**src/rtl/decode_stage.sv**
```systemverilog
// Registered RISC-V-style decode stage: splits the instruction word, assembles the
// I/S 12-bit immediate, and presents decoded entries through a 2-entry skid buffer.
module decode_stage #(
  parameter int          PC_W      = 32,
  parameter logic [31:0] NOP_INSTR = 32'h0000_0013
) (
  input  logic            clk,
  input  logic            rst_n,
  input  logic            flush,
  input  logic            in_valid,
  output logic            in_ready,
  input  logic [31:0]     in_instr,
  input  logic [PC_W-1:0] in_pc,
  output logic            out_valid,
  input  logic            out_ready,
  output logic [PC_W-1:0] out_pc,
  output logic [6:0]      out_opcode,
  output logic [4:0]      out_rd,
  output logic [2:0]      out_funct3,
  output logic [4:0]      out_rs1,
  output logic [4:0]      out_rs2,
  output logic [11:0]     out_imm12,
  output logic            out_imm_unsigned,
  output logic            out_illegal,
  output logic [15:0]     dec_count
);

  localparam logic [6:0] OP_IMM    = 7'b0010011;
  localparam logic [6:0] OP_LOAD   = 7'b0000011;
  localparam logic [6:0] OP_STORE  = 7'b0100011;
  localparam logic [6:0] OP_REG    = 7'b0110011;
  localparam logic [6:0] OP_JALR   = 7'b1100111;

  typedef struct packed {
    logic [PC_W-1:0] pc;
    logic [6:0]      opcode;
    logic [4:0]      rd;
    logic [2:0]      funct3;
    logic [4:0]      rs1;
    logic [4:0]      rs2;
    logic [11:0]     imm12;
    logic            imm_unsigned;
    logic            illegal;
  } entry_t;

  function automatic entry_t decode(input logic [31:0] instr, input logic [PC_W-1:0] pc);
    entry_t d;
    d.pc           = pc;
    d.opcode       = instr[6:0];
    d.rd           = instr[11:7];
    d.funct3       = instr[14:12];
    d.rs1          = instr[19:15];
    d.rs2          = instr[24:20];
    d.imm12        = (instr[6:0] == OP_STORE) ? {instr[31:25], instr[11:7]} : instr[31:20];
    // Logical immediates (XORI/ORI/ANDI) are zero-extended downstream.
    d.imm_unsigned = (instr[6:0] == OP_IMM) &&
                     ((instr[14:12] == 3'b100) || (instr[14:12] == 3'b110) ||
                      (instr[14:12] == 3'b111));
    d.illegal      = !((instr[6:0] == OP_IMM)  || (instr[6:0] == OP_LOAD) ||
                       (instr[6:0] == OP_STORE) || (instr[6:0] == OP_REG) ||
                       (instr[6:0] == OP_JALR));
    return d;
  endfunction

  localparam entry_t NOP_ENTRY = decode(NOP_INSTR, {PC_W{1'b0}});

  entry_t      h_q, h_d;
  entry_t      s_q, s_d;
  logic        h_valid_q, h_valid_d;
  logic        s_valid_q, s_valid_d;
  logic [15:0] dec_count_q, dec_count_d;

  entry_t      in_entry;
  logic        in_fire;
  logic        out_fire;

  assign in_entry = decode(in_instr, in_pc);
  assign in_fire  = in_valid && in_ready;
  assign out_fire = h_valid_q && out_ready;

  always_comb begin
    h_d         = h_q;
    s_d         = s_q;
    h_valid_d   = h_valid_q;
    s_valid_d   = s_valid_q;
    dec_count_d = out_fire ? dec_count_q + 16'd1 : dec_count_q;

    if (flush) begin
      h_d       = NOP_ENTRY;
      s_d       = NOP_ENTRY;
      h_valid_d = 1'b0;
      s_valid_d = 1'b0;
    end else if (!h_valid_q || out_fire) begin
      // Head is free this cycle: refill from skid first to keep order.
      if (s_valid_q) begin
        h_d       = s_q;
        s_valid_d = 1'b0;
        h_valid_d = 1'b1;
      end else if (in_fire) begin
        h_d       = in_entry;
        h_valid_d = 1'b1;
      end else begin
        h_valid_d = 1'b0;
      end
    end else if (in_fire) begin
      s_d       = in_entry;
      s_valid_d = 1'b1;
    end
  end

  // Release of rst_n is expected to be synchronous to clk.
  always_ff @(posedge clk or negedge rst_n) begin
    if (!rst_n) begin
      h_q         <= NOP_ENTRY;
      s_q         <= NOP_ENTRY;
      h_valid_q   <= 1'b0;
      s_valid_q   <= 1'b0;
      dec_count_q <= 16'd0;
    end else begin
      h_q         <= h_d;
      s_q         <= s_d;
      h_valid_q   <= h_valid_d;
      s_valid_q   <= s_valid_d;
      dec_count_q <= dec_count_d;
    end
  end

  assign in_ready         = !s_valid_q;
  assign out_valid        = h_valid_q;
  assign out_pc           = h_q.pc;
  assign out_opcode       = h_q.opcode;
  assign out_rd           = h_q.rd;
  assign out_funct3       = h_q.funct3;
  assign out_rs1          = h_q.rs1;
  assign out_rs2          = h_q.rs2;
  assign out_imm12        = h_q.imm12;
  assign out_imm_unsigned = h_q.imm_unsigned;
  assign out_illegal      = h_q.illegal;
  assign dec_count        = dec_count_q;

endmodule

```
**config.mk**
```make
export PLATFORM = sky130hd
export DESIGN_NAME = decode_stage
export DESIGN_NICKNAME = d
export VERILOG_FILES = /design/src/rtl/decode_stage.sv
export SDC_FILE = /design/constraint.sdc
export NUM_CORES = 1
export LEC_CHECK = 0
export CORE_MARGIN = 5
export CORE_UTILIZATION = 25
export CTS_BUF_LIST = sky130_fd_sc_hd__clkbuf_8
export CTS_CLUSTER_DIAMETER = 150
export CTS_CLUSTER_SIZE = 8
export DETAILED_ROUTE_END_ITERATION = 10
export GPL_TIMING_DRIVEN = 1
export PLACE_DENSITY_LB_ADDON = 0.15
export SLEW_MARGIN = 20
export SYNTH_ARGS = -nofsm -noshare
export SYNTH_HDL_FRONTEND = slang
export SYNTH_SLANG_ARGS = --single-unit
```
**constraint.sdc**
```tcl
create_clock -name clk -period 2 [get_ports clk]
set_clock_uncertainty 0.15 [all_clocks]
set_input_delay 0.2 -clock clk [delete_from_list [all_inputs] [get_ports clk]]
set_output_delay 0.2 -clock clk [all_outputs]
set_load 0.005 [all_outputs]
```
== After elaboration in Yosys (flattened, before gate mapping) ==
Cells that the tools add are included.

* Memory bits (writable): 0
* Memories: 0
* Input port bits: 69
* Word-level logic and storage cells: 64
* Bits in read-only memories: 0
* Bits in latches: 0
* Output and inout bits: 89
* Bits in registers: 160

* Eq/ne operators: 9
* Divide/modulo/power cells: 0
* Reductions and logical operators: 19
* Shift operators: 0
* Bitwise operators: 0
* Multiplexer cells: 14
* Order comparisons: 0
* Multiply operators: 0
* Add/sub/neg operators: 1

{| class="wikitable"
|+ Operators with widths
! cell !! count
|-
| 71-bit 2-to-1 mux || 6
|-
| 16-bit by 1-bit adder with 16-bit output, second input constant || 1
|-
| 7-bit by 6-bit == test with 1-bit output, second input constant || 2
|-
| 3-bit == test, second input constant || 3
|-
| 7-bit by 2-bit == test with 1-bit output, second input constant || 1
|-
| 7-bit by 5-bit == test with 1-bit output, second input constant || 1
|-
| 7-bit == test, second input constant || 1
|-
| 1-bit logical OR || 7
|-
| 1-bit 2-to-1 mux || 7
|-
| 3-bit nonzero test || 2
|-
| 5-bit 2-to-1 mux || 1
|-
| 2-bit AND reduction || 2
|-
| 2-bit nonzero test || 2
|-
| 1-bit logical AND || 3
|-
| 1-bit zero test || 3
|-
| 2-bit != test, second input constant || 1
|}

== Depth between registers and ports, before layout ==
Gate-level depths: netlist (run 1).

* Word-level depth: 10
* Mapped depth: 8

== Worst setup path after synthesis (run 1) ==
OpenSTA, ideal clock, no wires.

* Kind: reg2reg
* From: register h_valid_q (netlist: out_valid)
* To: register s_q[29] (netlist bit)
* Buffers on the path: 3
* Stages on the path, launching flop included: 8
* Arrival: 1.346 ns
* Slack: 0.426 ns
* Setup time: 0.078 ns
* Path through: dfrtp_1 -> nor2b_1 -> and3_1 -> buf_2 -> buf_4 -> buf_2 -> nand2_1 -> a21oi_1

* Word-level cells in the longest chain between the ends: 4
* Elaborated cells between the ends (all ways): 5
* Classes of those cells: eq/ne (1); reduce/logical (4)

{| class="wikitable"
|+ RTL lines
! item !! line !! text
|-
| start: declaration || 69 || <nowiki>logic h_valid_q, h_valid_d;</nowiki>
|-
| start signal: assignment || 122 || <nowiki>h_valid_q <= h_valid_d;</nowiki>
|-
| 1-bit zero test or 1-bit logical AND (tied branches) || 93, 79 ||
|-
| 1-bit logical OR * || 93 || <nowiki>end else if (!h_valid_q || out_fire) begin</nowiki>
|-
| 2-bit != test (no line) * || -- ||
|-
| 2-bit AND reduction (no line) * || -- ||
|-
| end signal: assignment || 115 || <nowiki>s_q <= NOP_ENTRY;</nowiki>
|-
| end signal: assignment || 121 || <nowiki>s_q <= s_d;</nowiki>
|-
| end: declaration || 68 || <nowiki>entry_t s_q, s_d;</nowiki>
|}

Mark *: on every way between the ends. The rest lies on a longest branch, timed or not.
A chain may end at the register's enable or synchronous reset.

== Final worst setup path (run 1) ==
* From: register h_q (netlist bit out_opcode[1])
* To: output port out_opcode[1]

{| class="wikitable"
|+ RTL lines
! item !! line !! text
|-
| start: declaration || 67 || <nowiki>entry_t h_q, h_d;</nowiki>
|-
| start signal: assignment || 114 || <nowiki>h_q <= NOP_ENTRY;</nowiki>
|-
| start signal: assignment || 120 || <nowiki>h_q <= h_d;</nowiki>
|-
| end: declaration || 17 || <nowiki>output logic [6:0] out_opcode,</nowiki>
|}

No word-level cell between the ends.

==> run metrics, run 1 <==
Initial Util 0.251; CTS Buffer Depth 2; P_leak 3.93 nW; met1 GRT Util 0.186; CP max stage delay 0.57 ns; global route overflow 0; YS warnings 0; core area about 28000 um2; CTS buffer count 17; Slew Limit Headroom 0.689; initial drt markers a little over 300; clock sinks 160; DRT Pass-1 Iters 4; DPL Wire Length 13800 um; Fin Hold WS 0.0318 ns; sequential cell area fraction in the yosys report 0.561; final setup fails 0; CTS root buf clkbuf_8; layout filler cell count slightly below 3000; via count about 5500; peak supply drop 0.285 mV; max cap viols 0; setup_tns 0 ns; I/O Buffers 157; flops & latches, synth 160; largest net degree at the start of global routing 90; full die area 32100 um2; critical-path cell list clkdlybuf4s50_1; postcts setup bufs 0; final hold vios 0; Die Ht 179 um; Final nets 935; number of global-route vias before repair 5581; post-synth top area share 0.539; R2R depth 7; Synth area leader dfrtp_1; Layout Cells excl Fill 1262; WP data required 1.65 ns; worst hold-check path type in -> async; Via density 4.40; Tcrit/Tclk final 0.943; slowest CP cell clkdlybuf4s50_1; global-route usage over all layers 0.131; Crit path buffers/inverters 1; slew at the pin closest to its max-slew limit between 0.4 and 0.5 ns; mapped cell area 7150 um2; placed cells 1229; Area Growth Syn to Fin 38.4%; CTS tree done; worst path arrival time ~1.5 ns; pwr dens 748 nW/um2; final wirelength 20600 um; syn_area_per_cell 10.2 um2; Antenna Violating Nets Remaining 0; routing usage on met3 0.0316; H-tree depth 4; Mapped Nets 771; Max Slew Vio Count 0; met2 global-route usage 0.203; Ports approximately 160; min Tclk post-route roughly 1.9 ns; synth top area cells dfrtp_1 54%, mux2i_1 9.7%, nand2_1 7.3%; FMAX 530 MHz; RD Place Congestion 0.709; CP endpoint kind primary output; wire per inst 16.4 um; synthesized instance count between 700 and 800; diodes inserted 0; Setup CP Type reg -> out; RSZ-0062 raised after global routing false; clk slew on worst S/H paths 0.10 ns; num rows slightly above 60; antenna violations before repair 0; Crit path max-delay family buffers and inverters; crit path launch type register; Chip Width 179 um; Max FO, Critical Path 2; first-pass GRT wire length 32700 um; worst skew pair latency 0.44 ns; DRC viols 0; most crowded layer after global routing met2; Yosys cell types 37; share of post-route cells with drive strength above 1 0.107; CP Depth 1; run status finished clean
placed cells by master (no fill, tap or decap), types with 2 or more instances in the layout:
master / n
clkdlybuf4s50_1: 154
dfrtp_1: 153
nand2_1: 139
nor2_1: 75
mux2i_1: 69
a21oi_1: 65
a211oi_1: 62
buf_4: 30
clkbuf_8: 18
buf_12: 13
xnor2_1: 12
nand3b_1: 9
nand3_1: 9
dfstp_2: 6
o211ai_1: 5
a211oi_2: 5
nand4_1: 4
inv_1: 4
a211o_1: 4
clkinvlp_4: 4
and4_1: 3
xor2_1: 3
bufinv_16: 3
and3_1: 2
nor3_1: 2
inv_6: 2
clkinv_4: 2
area by class of cell:
class	instances	area (um2)	share of cell area
sequential	160	4020	0.406
timing repair buffer	200	2060	0.208
clock inverter	14	166	0.0168
multi-input combinational	484	2920	0.295
clock buffer	18	248	0.0250
inverter	2	7.51	0.000759
tap	384	480	0.0486
worst paths after layout:
kind / to / slack, ns / from
hold / removal: out_pc[2] / 0.03 / rst_n
setup / recovery: out_opcode[1] / 0.11 / out_opcode[1]
setup reg to reg: out_rd[1] / 0.27 / out_valid
max in group asynchronous: out_opcode[0] / 0.99 / rst_n
hold reg to reg: dec_count[15] / 0.33 / dec_count[15]
min in group clk: s_q[15] / 0.04 / flush
registers in the layout, summed over array words and instances, names as in the netlist, 3 cells and up:
| signal | flops |
|---|---|
| out_rd | 5 |
| out_opcode | 7 |
| out_pc | 32 |
| dec_count | 16 |
| s_q | 71 |
| out_rs2 | 5 |
| out_rs1 | 5 |
| out_imm12 | 12 |
| out_funct3 | 3 |
power by group:
group          internal [mW]  switching, mW  leakage [nW]
registers               3.44          0.152          2.13
clock network           1.27           1.31         0.206
logic                  0.674          0.559          1.59
total                   5.38           2.02          3.93
through the flow:
step	setup WS, ns	utilization	total power [mW]	area [um2]
detailed placement	-0.116	0.333	4.92	9470
global placement	-0.0569	0.333	4.92	9470
CTS	0.0568	0.347	7.56	9890
global route	0.0374	0.347	7.82	9890
finish	0.113	0.347	7.40	9890
floorplan	0.426	-	4.09	7150
cell families after synthesis:
logic type      share of synthesized area
xor+xnor                           0.0184
buf+inv                            0.0343
mux                                0.0982
fa+ha+maj                         0.00175
flops                               0.561
compound gates                      0.134
simple gates                        0.153
cells in the mapped netlist (all sizes together):
cell type and instances:
a2111oi 1, a211o 4, a211oi 67, a21oi 65, a311oi 1, and2 1, and3 3, and4 3
buf 27, clkbuf 28, dfrtp 154, dfstp 6, ha 1, inv 2, mux2 1, mux2i 69
nand2 139, nand2b 1, nand3 10, nand3b 10, nand4 4, nand4b 1, nor2 76, nor2b 1
nor3 2, nor4b 1, o211ai 5, o21ai 1, or2 1, or3 1, xnor2 12, xor2 3
timing repair:
item | in CTS | in global routing
resized for setup | 1 | 0
endpoints found under the setup margin | 1 | 0
endpoints found under the hold margin | 156 | 0
hold buffers | 1 | 0
per-layer routing:
layer / vias up / part of all wire
li1: 2756 / -
met1: 2673 / 0.48
met2: 110 / 0.46
met3: 8 / 0.050
met4: 0 / 0.0075
met5: - / 0
No activity file was read; power rests on OpenSTA's default activity.
==> run 2: changes to the inputs <==
- TNS_END_PERCENT: default -> 50
==> results of run 2 <==
No change in the layout: final DEF, timing and power equal those of run 1.
